$ cat config.mk
export PLATFORM = sky130hd
export DESIGN_NAME = store_rmw_ctrl_flat
export DESIGN_NICKNAME = d
export VERILOG_FILES = /design/src/rtl/store_rmw_ctrl_pkg.sv /design/src/rtl/store_rmw_ctrl_if.sv /design/src/rtl/store_rmw_ctrl_lane_merge.sv /design/src/rtl/store_rmw_ctrl.sv /design/src/flat_wrapper.sv
export SDC_FILE = /design/constraint.sdc
export NUM_CORES = 1
export LEC_CHECK = 0
export CAP_MARGIN = 0
export CORE_AREA = 4 4 134 136
export CTS_CLUSTER_SIZE = 40
export DETAILED_ROUTE_END_ITERATION = 12
export DIE_AREA = 0 0 138 140
export DONT_BUFFER_PORTS = 1
export HOLD_SLACK_MARGIN = 0.08
export PLACE_DENSITY = 0.84
export RECOVER_POWER = 100
export SLEW_MARGIN = 20
export SYNTH_ARGS = -nofsm -noshare
export SYNTH_HDL_FRONTEND = slang
export SYNTH_SLANG_ARGS = --single-unit
export TNS_END_PERCENT = 100
$ cat constraint.sdc
create_clock -name clk -period 9.8 [get_ports clk]
set_input_delay 1.47 -clock clk [delete_from_list [all_inputs] [get_ports clk]]
set_output_delay 1.47 -clock clk [all_outputs]
set_load 0.01 [all_outputs]
$ cat src/rtl/store_rmw_ctrl_pkg.sv
// Shared types for the store read-modify-write sequencer: store sizes, FSM states
// and the natural-alignment rule.
package store_pkg;

    typedef enum logic [1:0] {
        SZ_D = 2'b00,
        SZ_W = 2'b01,
        SZ_H = 2'b10,
        SZ_B = 2'b11
    } store_size_t;

    typedef enum logic [2:0] {
        IDLE  = 3'd0,
        READ  = 3'd1,
        WAIT  = 3'd2,
        WRITE = 3'd3,
        DONE  = 3'd4
    } rmw_state_t;

    // A store is legal when its address is naturally aligned to its size.
    function automatic logic is_aligned(input store_size_t size, input logic [2:0] lo);
        logic ok;
        unique case (size)
            SZ_D:    ok = (lo == 3'b000);
            SZ_W:    ok = (lo[1:0] == 2'b00);
            SZ_H:    ok = (lo[0] == 1'b0);
            default: ok = 1'b1;
        endcase
        return ok;
    endfunction

endpackage

$ cat src/rtl/store_rmw_ctrl_if.sv
// Bundle between the control unit (request side) and the data memory (mem side)
// as seen by the store sequencer.
interface store_rmw_ctrl_if;
    // Request is taken on a cycle with req_valid & req_ready; the requester keeps
    // req_valid and its payload stable until then. done pulses once per accepted request.
    logic        req_valid;
    logic        req_ready;
    logic [63:0] req_addr;
    logic [63:0] req_data;
    logic [1:0]  req_size;
    logic        done;
    logic        err;
    logic [63:0] mem_addr;
    logic        mem_rd;
    logic        mem_wr;
    logic [63:0] mem_wdata;
    logic [63:0] mem_rdata;

    modport slave (
        input  req_valid, req_addr, req_data, req_size, mem_rdata,
        output req_ready, done, err, mem_addr, mem_rd, mem_wr, mem_wdata
    );

    modport master (
        output req_valid, req_addr, req_data, req_size, mem_rdata,
        input  req_ready, done, err, mem_addr, mem_rd, mem_wr, mem_wdata
    );
endinterface

$ cat src/rtl/store_rmw_ctrl_lane_merge.sv
// Replaces the sized byte lane at a byte offset of a 64-bit word with the low bytes
// of the store data; all other bytes pass through unchanged.
module store_lane_merge
    import store_pkg::*;
(
    input  logic [63:0] rdata_i,
    input  logic [63:0] data_i,
    input  store_size_t size_i,
    input  logic [2:0]  off_i,
    output logic [63:0] merged_o
);

    logic [63:0] lane_mask;
    logic [63:0] mask;
    logic [63:0] shifted;

    always_comb begin
        unique case (size_i)
            SZ_W:    lane_mask = 64'h0000_0000_FFFF_FFFF;
            SZ_H:    lane_mask = 64'h0000_0000_0000_FFFF;
            SZ_B:    lane_mask = 64'h0000_0000_0000_00FF;
            default: lane_mask = 64'hFFFF_FFFF_FFFF_FFFF;
        endcase
        mask     = lane_mask << {off_i, 3'b000};
        shifted  = data_i << {off_i, 3'b000};
        merged_o = (rdata_i & ~mask) | (shifted & mask);
    end

endmodule

$ cat src/rtl/store_rmw_ctrl.sv
// Store sequencer for a word-wide memory without byte enables: sd writes directly,
// sw/sh/sb read the word, merge the lane and write it back.
module store_rmw_ctrl
    import store_pkg::*;
#(
    parameter int MEM_LAT = 1
) (
    input  logic             clk,
    input  logic             reset,
    store_rmw_ctrl_if.slave  bus,
    output rmw_state_t       dbg_state_o
);

    localparam int CW = (MEM_LAT > 1) ? $clog2(MEM_LAT) : 1;

    rmw_state_t  state_q, state_d;
    logic [CW-1:0] cnt_q;
    logic [63:0] addr_q, data_q, merge_q, merged;
    store_size_t size_q;
    logic        err_q;
    logic        accept;
    logic        req_ok;
    logic [63:0] word_addr;

    assign accept      = (state_q == IDLE) && bus.req_valid;
    assign req_ok      = is_aligned(store_size_t'(bus.req_size), bus.req_addr[2:0]);
    assign word_addr   = {addr_q[63:3], 3'b000};
    assign dbg_state_o = state_q;

    store_lane_merge u_merge (
        .rdata_i  (bus.mem_rdata),
        .data_i   (data_q),
        .size_i   (size_q),
        .off_i    (addr_q[2:0]),
        .merged_o (merged)
    );

    always_ff @(posedge clk or posedge reset) begin
        if (reset) state_q <= IDLE;
        else       state_q <= state_d;
    end

    always_comb begin
        state_d = state_q;
        unique case (state_q)
            IDLE: begin
                if (bus.req_valid) begin
                    if (!req_ok)                                     state_d = DONE;
                    else if (store_size_t'(bus.req_size) == SZ_D)    state_d = WRITE;
                    else                                             state_d = READ;
                end
            end
            READ:    state_d = WAIT;
            WAIT:    if (cnt_q == '0) state_d = WRITE;
            WRITE:   state_d = DONE;
            DONE:    state_d = IDLE;
            default: state_d = IDLE;
        endcase
    end

    // The counter is reloaded in READ so the last WAIT cycle lines up with rdata.
    always_ff @(posedge clk or posedge reset) begin
        if (reset) begin
            cnt_q   <= '0;
            addr_q  <= '0;
            data_q  <= '0;
            size_q  <= SZ_D;
            err_q   <= 1'b0;
            merge_q <= '0;
        end else begin
            if (accept) begin
                addr_q <= bus.req_addr;
                data_q <= bus.req_data;
                size_q <= store_size_t'(bus.req_size);
                err_q  <= !req_ok;
            end
            if (state_q == READ)
                cnt_q <= CW'(MEM_LAT - 1);
            else if (state_q == WAIT && cnt_q != '0)
                cnt_q <= cnt_q - 1'b1;
            if (state_q == WAIT && cnt_q == '0)
                merge_q <= merged;
        end
    end

    always_comb begin
        bus.req_ready = (state_q == IDLE);
        bus.done      = 1'b0;
        bus.err       = 1'b0;
        bus.mem_rd    = 1'b0;
        bus.mem_wr    = 1'b0;
        bus.mem_addr  = '0;
        bus.mem_wdata = '0;
        unique case (state_q)
            READ: begin
                bus.mem_rd   = 1'b1;
                bus.mem_addr = word_addr;
            end
            WAIT: bus.mem_addr = word_addr;
            WRITE: begin
                bus.mem_wr    = 1'b1;
                bus.mem_addr  = word_addr;
                bus.mem_wdata = (size_q == SZ_D) ? data_q : merge_q;
            end
            DONE: begin
                bus.done = 1'b1;
                bus.err  = err_q;
            end
            default: ;
        endcase
    end

endmodule
$ cat src/flat_wrapper.sv
// flat-port wrapper written by rule: the top's interface ports become plain ports
module store_rmw_ctrl_flat import store_pkg::*;
#(
    parameter int MEM_LAT = 1
)
  (clk, reset, dbg_state_o, bus_req_valid, bus_req_addr, bus_req_data, bus_req_size, bus_mem_rdata, bus_req_ready, bus_done, bus_err, bus_mem_addr, bus_mem_rd, bus_mem_wr, bus_mem_wdata);
  store_rmw_ctrl_if bus_i ();
  input  logic clk;
  input  logic reset;
  output rmw_state_t dbg_state_o;
  input wire logic [$bits(bus_i.req_valid)-1:0] bus_req_valid;
  input wire logic [$bits(bus_i.req_addr)-1:0] bus_req_addr;
  input wire logic [$bits(bus_i.req_data)-1:0] bus_req_data;
  input wire logic [$bits(bus_i.req_size)-1:0] bus_req_size;
  input wire logic [$bits(bus_i.mem_rdata)-1:0] bus_mem_rdata;
  output wire logic [$bits(bus_i.req_ready)-1:0] bus_req_ready;
  output wire logic [$bits(bus_i.done)-1:0] bus_done;
  output wire logic [$bits(bus_i.err)-1:0] bus_err;
  output wire logic [$bits(bus_i.mem_addr)-1:0] bus_mem_addr;
  output wire logic [$bits(bus_i.mem_rd)-1:0] bus_mem_rd;
  output wire logic [$bits(bus_i.mem_wr)-1:0] bus_mem_wr;
  output wire logic [$bits(bus_i.mem_wdata)-1:0] bus_mem_wdata;
  assign bus_i.req_valid = bus_req_valid;
  assign bus_i.req_addr = bus_req_addr;
  assign bus_i.req_data = bus_req_data;
  assign bus_i.req_size = bus_req_size;
  assign bus_i.mem_rdata = bus_mem_rdata;
  assign bus_req_ready = bus_i.req_ready;
  assign bus_done = bus_i.done;
  assign bus_err = bus_i.err;
  assign bus_mem_addr = bus_i.mem_addr;
  assign bus_mem_rd = bus_i.mem_rd;
  assign bus_mem_wr = bus_i.mem_wr;
  assign bus_mem_wdata = bus_i.mem_wdata;
  store_rmw_ctrl #(.MEM_LAT(MEM_LAT)) u_core (.clk(clk), .reset(reset), .bus(bus_i), .dbg_state_o(dbg_state_o));
endmodule
After elaboration in Yosys (flattened, before gate mapping)
Cells that the tools add are included.
{"block": "totals", "latch_bits": 0, "mem_bits_rw": 0, "register_bits": 199, "wordCells": 55, "out_inout_bits": 136, "mem_bits_ro": 0, "in_bits": 197, "mem_count": 0}
{"block": "op_classes", "shifts": 2, "bitwise_logic": 6, "n_addsub": 1, "n_div": 0, "n_eq_ne": 11, "n_mux": 16, "reduce_logical": 12, "n_lt_le_gt_ge": 0, "multipliers": 0}
{"op": "64-bit two-way mux", "count": 3}
{"op": "64-bit one-hot mux with 3 select lines", "count": 1}
{"op": "64-bit bitwise AND", "count": 2}
{"op": "64-bit by 6-bit << shifter with 64-bit output", "count": 2}
{"op": "64-bit NOT", "count": 1}
{"op": "64-bit OR", "count": 1}
{"op": "3-bit one-hot mux with 4 select lines", "count": 1}
{"op": "3-bit two-way mux", "count": 3}
{"op": "2-bit equality test (second input constant)", "count": 3}
{"op": "3-bit by 2-bit equality test with 1-bit output (second input constant)", "count": 2}
{"op": "2-bit zero test", "count": 3}
{"op": "3-bit zero test", "count": 2}
{"op": "1-bit two-way mux", "count": 6}
{"op": "2-bit by 1-bit equality test with 1-bit output (second input constant)", "count": 2}
{"op": "2-bit != test (second input constant)", "count": 2}
{"op": "3-bit by 1-bit equality test with 1-bit output (second input constant)", "count": 1}
{"op": "3-bit equality test (second input constant)", "count": 1}
{"op": "1-bit logical AND", "count": 3}
{"op": "1-bit one-hot mux with 3 select lines", "count": 1}
{"op": "3-bit OR reduction", "count": 1}
{"op": "2-bit two-way mux", "count": 1}
{"op": "1-bit NOT", "count": 2}
{"op": "2-bit AND reduction", "count": 1}
{"op": "2-bit nonzero test", "count": 1}
{"op": "other kinds (2)", "count": 2}

Longest topological paths before layout
Gate-level depths: netlist of run 1.
{"block": "logic_depth", "word_depth": 6, "depth_mapped": 8, "depth_no_buf": 4}

By module
A second synthesis of run 1 with hierarchy kept.
{"block": "unflattened", "hier_cells": 1055, "area_unflattened_um2": 11170.7}
{"module": "store_rmw_ctrl", "cells_each": 727, "seq_area_each_um2": 4979.8, "n_inst": 1, "area_per_inst_um2": 8802.2}
{"module": "store_lane_merge", "cells_each": 328, "seq_area_each_um2": 0.0, "n_inst": 1, "area_per_inst_um2": 2368.5}

Worst setup path after synthesis of run 1
OpenSTA, ideal clock, no wires.
{"block": "synth_path", "path_kind": "register to output", "from": "register u_core.state_q[0] (netlist: u_core.dbg_state_o[0])", "to": "output bus_mem_wdata[54]", "arrival_time_ns": 1.643, "stages_incl_launch_ff": 7, "setup_slack_ns": 6.687, "path_buffers": 3, "required_ns": 8.330, "cell_sequence": "dfrtp_1 clkbuf_1 nand2_1 or2_2 clkbuf_1 buf_1 a21oi_1"}
{"block": "synth_via", "elab_chain_len": 2}
{"element": "start: declaration", "line_no": "store_rmw_ctrl.sv:16", "source": "rmw_state_t state_q, state_d;"}
{"element": "start signal: assignment", "line_no": "store_rmw_ctrl.sv:40", "source": "else state_q <= state_d;"}
{"element": "3-bit by 2-bit equality test with 1-bit output", "line_no": "store_rmw_ctrl.sv:94", "source": "unique case (state_q)"}
{"element": "64-bit two-way mux", "line_no": "store_rmw_ctrl.sv:94"}
{"element": "end: declaration", "line_no": "flat_wrapper.sv:22", "source": "output wire logic [$bits(bus_i.mem_wdata)-1:0] bus_mem_wdata;"}
No other way between the ends.

Worst setup path after layout of run 1
{"block": "layout_path", "from": "register u_core.state_q[2] (netlist: u_core.dbg_state_o[2])", "to": "output bus_mem_wdata[55]"}
The elaborated chain is that of the path after synthesis.

==> flow_metrics.py, run 1 <==
metrics = {
    "clocking": {
        "ctsLongestPathBuffers": 2,
        "ctsResizeCount": 0,
        "cts_hold_buf": 0,
        "cts_max_level": 4,
        "cts_tree": "yes",
        "cts_root_buf": "clkbuf_16",
        "clk-insertion-delay-late_ns": 0.45,
        "cts_buffers": 17,
        "clkSlewWorstSetupHoldPaths_ns": 0.08,
        "cts_setup_buffers": 0,
        "clock-sinks": 199,
    },
    "setup_path": {
        "slowest_stage": "clkbuf_1",
        "crit_path_max_incr_delay_ns": 1.46,
        "cp.required_ns": 8.33,
        "worst_setup_path_start_kind": "flip-flop",
        "crit_chain": "or2_0 > clkbuf_1 > a21oi_1",
        "r2r-start": "u_core.dbg_state_o[2]",
        "critPathMaxFanout": 44,
        "crit_family": "buffers and inverters",
        "rrSetupSlack_ns": 4.61,
        "worstRegToRegCells": 4,
        "end_kind": "primary output",
        "r2r_end": "u_core.merge_q[25]",
        "critPathBufInv": 1,
        "arrival_ns": 4.08,
        "path_class": "flip-flop to primary output",
    },
    "power_and_ir_drop": {
        "leakagePower_nw": 4.91,
        "ir_worst_vdd_mv": 0.242,
        "power.density_nw_per_um2": 424,
    },
    "global_route": {
        "grt_remaining_overflow": 0,
        "grt_usage_pct": 35.2,
        "antenna_found_initial": 3,
        "grt_pass1_wl_um": 53100,
        "grt_pass1_vias": 8898,
        "grt_max_degree": 134,
    },
    "synthesis": {
        "mappedNetlistArea_um2": 11400,
        "async_flop_share_pct": 100,
        "yosys-top-cells-area": "dfrtp_1 44%, mux2_2 13%, nand2_1 6.5%",
        "ys_types": 59,
        "ys_warn_count": 0,
        "synth_xor_area_share_pct": 0.0768,
        "seq_area_frac_synth_pct": 43.7,
        "synth-compound-area-share_pct": 14.7,
        "synthAdderAreaFrac_pct": 0,
        "syn_area_per_cell_um2": 9.93,
        "synth_flop_cell": "dfrtp_1",
        "synth_top_area_cell": "dfrtp_1",
        "yosys.area_share.simple_pct": 14.4,
        "synth_seq_cells": 199,
        "synthCells": 1149,
        "synthMuxAreaShare_pct": 22.4,
        "synth_top_family_by_area": "multiplexers",
        "synth_top_cell_area_share_pct": 43.7,
        "synth-edff-count": 0,
    },
    "final_layout": {
        "num-nets-final": 1278,
        "fin_util_pct": 70.7,
        "drive_gt1_share_pct": 18.6,
        "fill_cells": 1265,
        "area_delta_synth_final_pct": 4.99,
    },
    "min_path": {
        "hold_path_end": "u_core.merge_q[17]",
        "hold_path_class": "flip-flop to flip-flop",
        "hold_start": "u_core.merge_q[17]",
        "hold_depth": 2,
    },
    "routing": {
        "wl_per_cell_um": 26.4,
        "drt_pass1_iterations": 5,
        "drt_wl_total_um": 34900,
        "first_iter_violations": 1286,
        "antenna_left": 0,
        "route.vias.total": 9054,
        "via_per_inst": 6.85,
        "drc": 0,
    },
    "sta": {
        "setup_viol": 0,
        "fmax_mhz": 180,
        "rsz0062_at_grt": "false",
        "worstMarginPinSlew_ns": 5.77,
        "period_minus_slack_ns": 5.55,
        "hold_viol": 0,
        "hold_ws_ns": 0.484,
        "finClkSkew_ns": 0.0177,
        "final.setup.worst_slack_ns": 4.25,
        "slew-limit-headroom_pct": -287,
        "drv_slew": 394,
        "fin_tns_setup_ns": 0,
        "fin_crit_sh_pct": 56.6,
    },
    "placed_design": {
        "port_buffers": 0,
        "post-place-ws_ns": 6.23,
        "gp_congestion": 0.973,
        "dpl.hpwl_um": 24800,
    },
    "floorplan": {
        "dieArea_um2": 19300,
        "core_area_um2": 16900,
        "die_h_um": 140,
        "ios": 333,
        "die_w_um": 138,
        "rows": 48,
        "start_util_pct": 67.3,
    },
    "status": {
        "status": "finished with violations",
        "violations": "capacitance limit, slew limit",
    },
    "flow_run": {
        "max-cap-violations": 5,
    },
}
==> where the power goes <==
group          leakage (nW)  switching, mW  internal, mW
sequential             2.37          0.511          1.24
combinational          2.24           1.51          1.09
clock                 0.299          0.366         0.355
==> placed cells by master, fill, tap and decap left out, types with 4 or more instances in the layout <==
master | netlist | final
nand2_1 | 196 | 196
dfrtp_1 | 199 | 196
mux2_2 | 133 | 133
a21oi_1 | 81 | 82
mux2i_1 | 70 | 70
and2_0 | 4 | 66
o21ai_0 | 45 | 46
nor2_1 | 38 | 36
a211oi_1 | 30 | 30
inv_1 | 21 | 20
nor2b_1 | 19 | 19
clkbuf_16 | 0 | 17
mux4_2 | 16 | 16
a221o_1 | 15 | 15
o221ai_1 | 9 | 9
a31oi_1 | 9 | 9
o22ai_1 | 8 | 8
and4_1 | 8 | 8
o211ai_1 | 8 | 8
buf_4 | 6 | 8
o31a_1 | 7 | 7
o32a_1 | 7 | 7
a2111oi_0 | 7 | 7
o31ai_1 | 7 | 7
clkinv_8 | 0 | 6
nand2b_1 | 4 | 4
and2_1 | 66 | 4
inv_6 | 0 | 4
==> synth_stat cells, types with 3 or more instances <==
| library cell | instances |
|---|---|
| nand2_1 | 196 |
| mux4_2 | 16 |
| o21ai_0 | 45 |
| o21ai_1 | 4 |
| inv_1 | 21 |
| a2111oi_0 | 7 |
| nor2_1 | 38 |
| a221o_1 | 15 |
| o32a_1 | 7 |
| mux2_2 | 133 |
| nor2b_1 | 19 |
| buf_2 | 35 |
| and2_0 | 4 |
| nand2b_1 | 4 |
| a21oi_1 | 81 |
| o211ai_1 | 8 |
| o22ai_1 | 8 |
| a31oi_1 | 9 |
| nor3_1 | 3 |
| clkbuf_1 | 52 |
| mux2i_1 | 70 |
| and2_1 | 66 |
| o31ai_1 | 7 |
| o221ai_1 | 9 |
| o31a_1 | 7 |
| a211oi_1 | 30 |
| and4_1 | 8 |
| dfrtp_1 | 199 |
| buf_4 | 6 |
| buf_1 | 6 |
==> per-layer routing <==
| metal | track usage [%] | part of all wire (%) | vias to the layer above |
|---|---|---|---|
| li1 | - | - | 3946 |
| met1 | 45.4 | 37 | 4331 |
| met2 | 54.3 | 46 | 652 |
| met3 | 11.1 | 12 | 125 |
| met4 | 17.2 | 5.3 | 0 |
| met5 | 0 | 0 | - |
==> worst max-delay path by stage <==
stage,from,to,slack [ns],depth (start not counted)
6_report,u_core.dbg_state_o[2],bus_mem_wdata[55],4.25,3
5_1_grt,reset,u_core.addr_q[0],3.31,1
4_1_cts,u_core.dbg_state_o[0],bus_mem_wdata[55],5.88,4
3_5_place_dp,bus_req_valid,u_core.data_q[29],6.23,3
3_3_place_gp,bus_req_valid,u_core.data_q[6],6.26,3
2_1_floorplan,reset,u_core.addr_q[0],2.90,1
==> sequential cells by signal, indices dropped and copies added (netlist names) <==
register            flops
u_core.cnt_q            1
u_core.dbg_state_o      3
u_core.data_q          64
u_core.addr_q          64
u_core.merge_q         64
u_core.err_q            1
u_core.size_q           2
==> logic make-up (layout without fill, tap and decap cells) <==
| family | Yosys count | count (layout) |
|---|---|---|
| compound gates | 254 | 254 |
| xor+xnor | 1 | 1 |
| other cells | 1 | 6 |
| simple gates | 352 | 352 |
| flops | 199 | 199 |
| mux | 219 | 219 |
| buf+inv | 123 | 66 |
==> tightest hold or removal path, delay by kind of cell, from the launching register on <==
| kind | cells | cell delay, ns |
|---|---|---|
| flops | 1 | 0.35 |
| compound gates | 1 | 0.06 |
| simple gates | 1 | 0.05 |
==> through the flow <==
step	instances	power, mW	instance area [um2]
finish	1322	5.08	12000
global route	1322	5.35	12000
CTS	1319	4.99	12000
detailed placement	1287	4.26	11400
global placement	1287	4.18	11400
floorplan	1151	3.61	11400
==> cell type report <==
cell class / instances / area, um2 / share of cell area (%)
Clock buffer: 18 / 439 / 3.67
Clock inverter: 14 / 176 / 1.47
Tap cell: 225 / 282 / 2.35
Multi-Input combinational cell: 829 / 5930 / 49.5
Timing Repair Buffer: 11 / 71.3 / 0.596
Inverter: 23 / 87.6 / 0.731
Sequential cell: 199 / 4980 / 41.6
Antenna cell: 3 / 7.51 / 0.0627
Power figures use the tool's default switching activity.
==> inputs of run 2 (changes only) <==
Settings changed: CORE_AREA 4 4 134 136 to 4 4 138 140, DIE_AREA 0 0 138 140 to 0 0 142 144, PLACE_DENSITY 0.84 to 0.8.
Clock period 9.8 ns to 5.7 ns, I/O delays scaled along.
==> flow_metrics.py, run 2 (synthesized netlist as in run 1, its figures left out) <==
metrics = {
    "clocking": {
        "clk-insertion-delay-late_ns": 0.45,
        "ctsLongestPathBuffers": 2,
        "cts_buffers": 17,
        "cts_setup_buffers": 0,
        "cts_max_level": 4,
        "cts_tree": "yes",
        "clock-sinks": 199,
        "cts_root_buf": "clkbuf_16",
        "ctsResizeCount": 0,
        "cts_hold_buf": 0,
        "clkSlewWorstSetupHoldPaths_ns": 0.08,
    },
    "min_path": {
        "hold_path_class": "input port to asynchronous set/reset pin",
    },
    "routing": {
        "via_per_inst": 6.90,
        "route.vias.total": 9150,
        "first_iter_violations": 1081,
        "drc": 0,
        "drt_wl_total_um": 35300,
        "antenna_left": 0,
        "drt_pass1_iterations": 5,
        "wl_per_cell_um": 26.6,
    },
    "sta": {
        "finClkSkew_ns": 0.0167,
        "rsz0062_at_grt": "false",
        "hold_viol": 0,
        "final.setup.worst_slack_ns": 1.48,
        "fin_tns_setup_ns": 0,
        "fmax_mhz": 237,
        "hold_ws_ns": 0.169,
        "slew-limit-headroom_pct": -119,
        "setup_viol": 0,
        "worstMarginPinSlew_ns": 3.29,
        "fin_crit_sh_pct": 74.1,
        "period_minus_slack_ns": 4.22,
        "drv_slew": 256,
    },
    "setup_path": {
        "path_class": "flip-flop to primary output",
        "cp.required_ns": 4.85,
        "end_kind": "primary output",
        "arrival_ns": 3.37,
        "worst_setup_path_start_kind": "flip-flop",
        "critPathMaxFanout": 50,
    },
    "global_route": {
        "grt_remaining_overflow": 0,
        "grt_pass1_wl_um": 53000,
        "grt_max_degree": 99,
        "grt_usage_pct": 33.9,
        "grt_pass1_vias": 8813,
        "antenna_found_initial": 1,
    },
    "floorplan": {
        "dieArea_um2": 20400,
        "start_util_pct": 63.9,
        "die_w_um": 142,
        "core_area_um2": 17800,
        "die_h_um": 144,
        "rows": 49,
        "ios": 333,
    },
    "status": {
        "violations": "capacitance limit, slew limit",
        "status": "finished with violations",
    },
    "final_layout": {
        "drive_gt1_share_pct": 18.2,
        "fin_util_pct": 67.0,
        "num-nets-final": 1281,
        "area_delta_synth_final_pct": 4.84,
        "layout_common_cells": "197 x dfrtp_1, 196 x nand2_1, 132 x mux2_2, 82 x a21oi_1, 70 x mux2i_1",
        "top_regs": "u_core.addr_q: 64 flops, u_core.data_q: 64 flops, u_core.merge_q: 64 flops",
        "layout_commonest_cell": "dfrtp_1",
        "fill_cells": 1418,
    },
    "power_and_ir_drop": {
        "ir_worst_vdd_mv": 0.374,
        "power.density_nw_per_um2": 726,
        "leakagePower_nw": 4.91,
        "finalPower_mw": 8.68,
    },
    "placed_design": {
        "port_buffers": 0,
        "gp_congestion": 1.00,
        "post-place-ws_ns": 2.75,
        "dpl.hpwl_um": 25200,
    },
    "flow_run": {
        "max-cap-violations": 6,
    },
}
[run 2: layer usage]
metal / GRT usage [%] / routed length, um / vias up / part of all wire [%]
met5: 0 / 0 / - / 0
li1: - / - / 3954 / -
met4: 16.1 / 1870 / 0 / 5.3
met1: 42.8 / 12900 / 4393 / 36
met2: 52.6 / 16200 / 661 / 46
met3: 12.0 / 4380 / 142 / 12
[run 2: worst max-delay path, cell delays in order (launching register included)]
cell and delay, ns:
dfrtp_1 0.61, nor2_1 0.18, nor2_1 0.49, clkbuf_1 1.23
and2_0 0.39
[run 2: cell type report]
cell class	count	area, um2	area share [%]
clock inverter	14	171	1.43
sequential	199	4980	41.7
inverter	23	87.6	0.733
timing repair buffer	14	82.6	0.691
tap	229	287	2.40
multi-input combinational	829	5910	49.5
clock buffer	18	429	3.59
antenna	1	2.50	0.0209
[run 2: metrics by stage]
step	std cells	cell area (um2)
6_report	1327	12000
5_1_grt	1327	12000
4_1_cts	1326	12000
3_5_place_dp	1294	11400
3_3_place_gp	1294	11400
2_1_floorplan	1151	11400
[run 2: final timing paths]
kind                       slack (ns)  depth (start not counted)                  to                   from
max                              1.48                          4    bus_mem_addr[24]  u_core.dbg_state_o[0]
min                              0.17                          1   u_core.merge_q[0]                  reset
max reg2reg                      1.84                          4   u_core.data_q[43]  u_core.dbg_state_o[0]
min reg2reg                      0.48                          2  u_core.merge_q[10]     u_core.merge_q[10]
max in group asynchronous        1.95                          2    u_core.addr_q[2]                  reset
min in group clk                 0.48                          2  u_core.merge_q[10]     u_core.merge_q[10]
[run 2: power by group]
part	leakage (nW)	switching (mW)	internal, mW
clock network	0.289	0.619	0.598
logic	2.25	2.59	1.84
registers	2.37	0.894	2.13
total	4.91	4.11	4.58
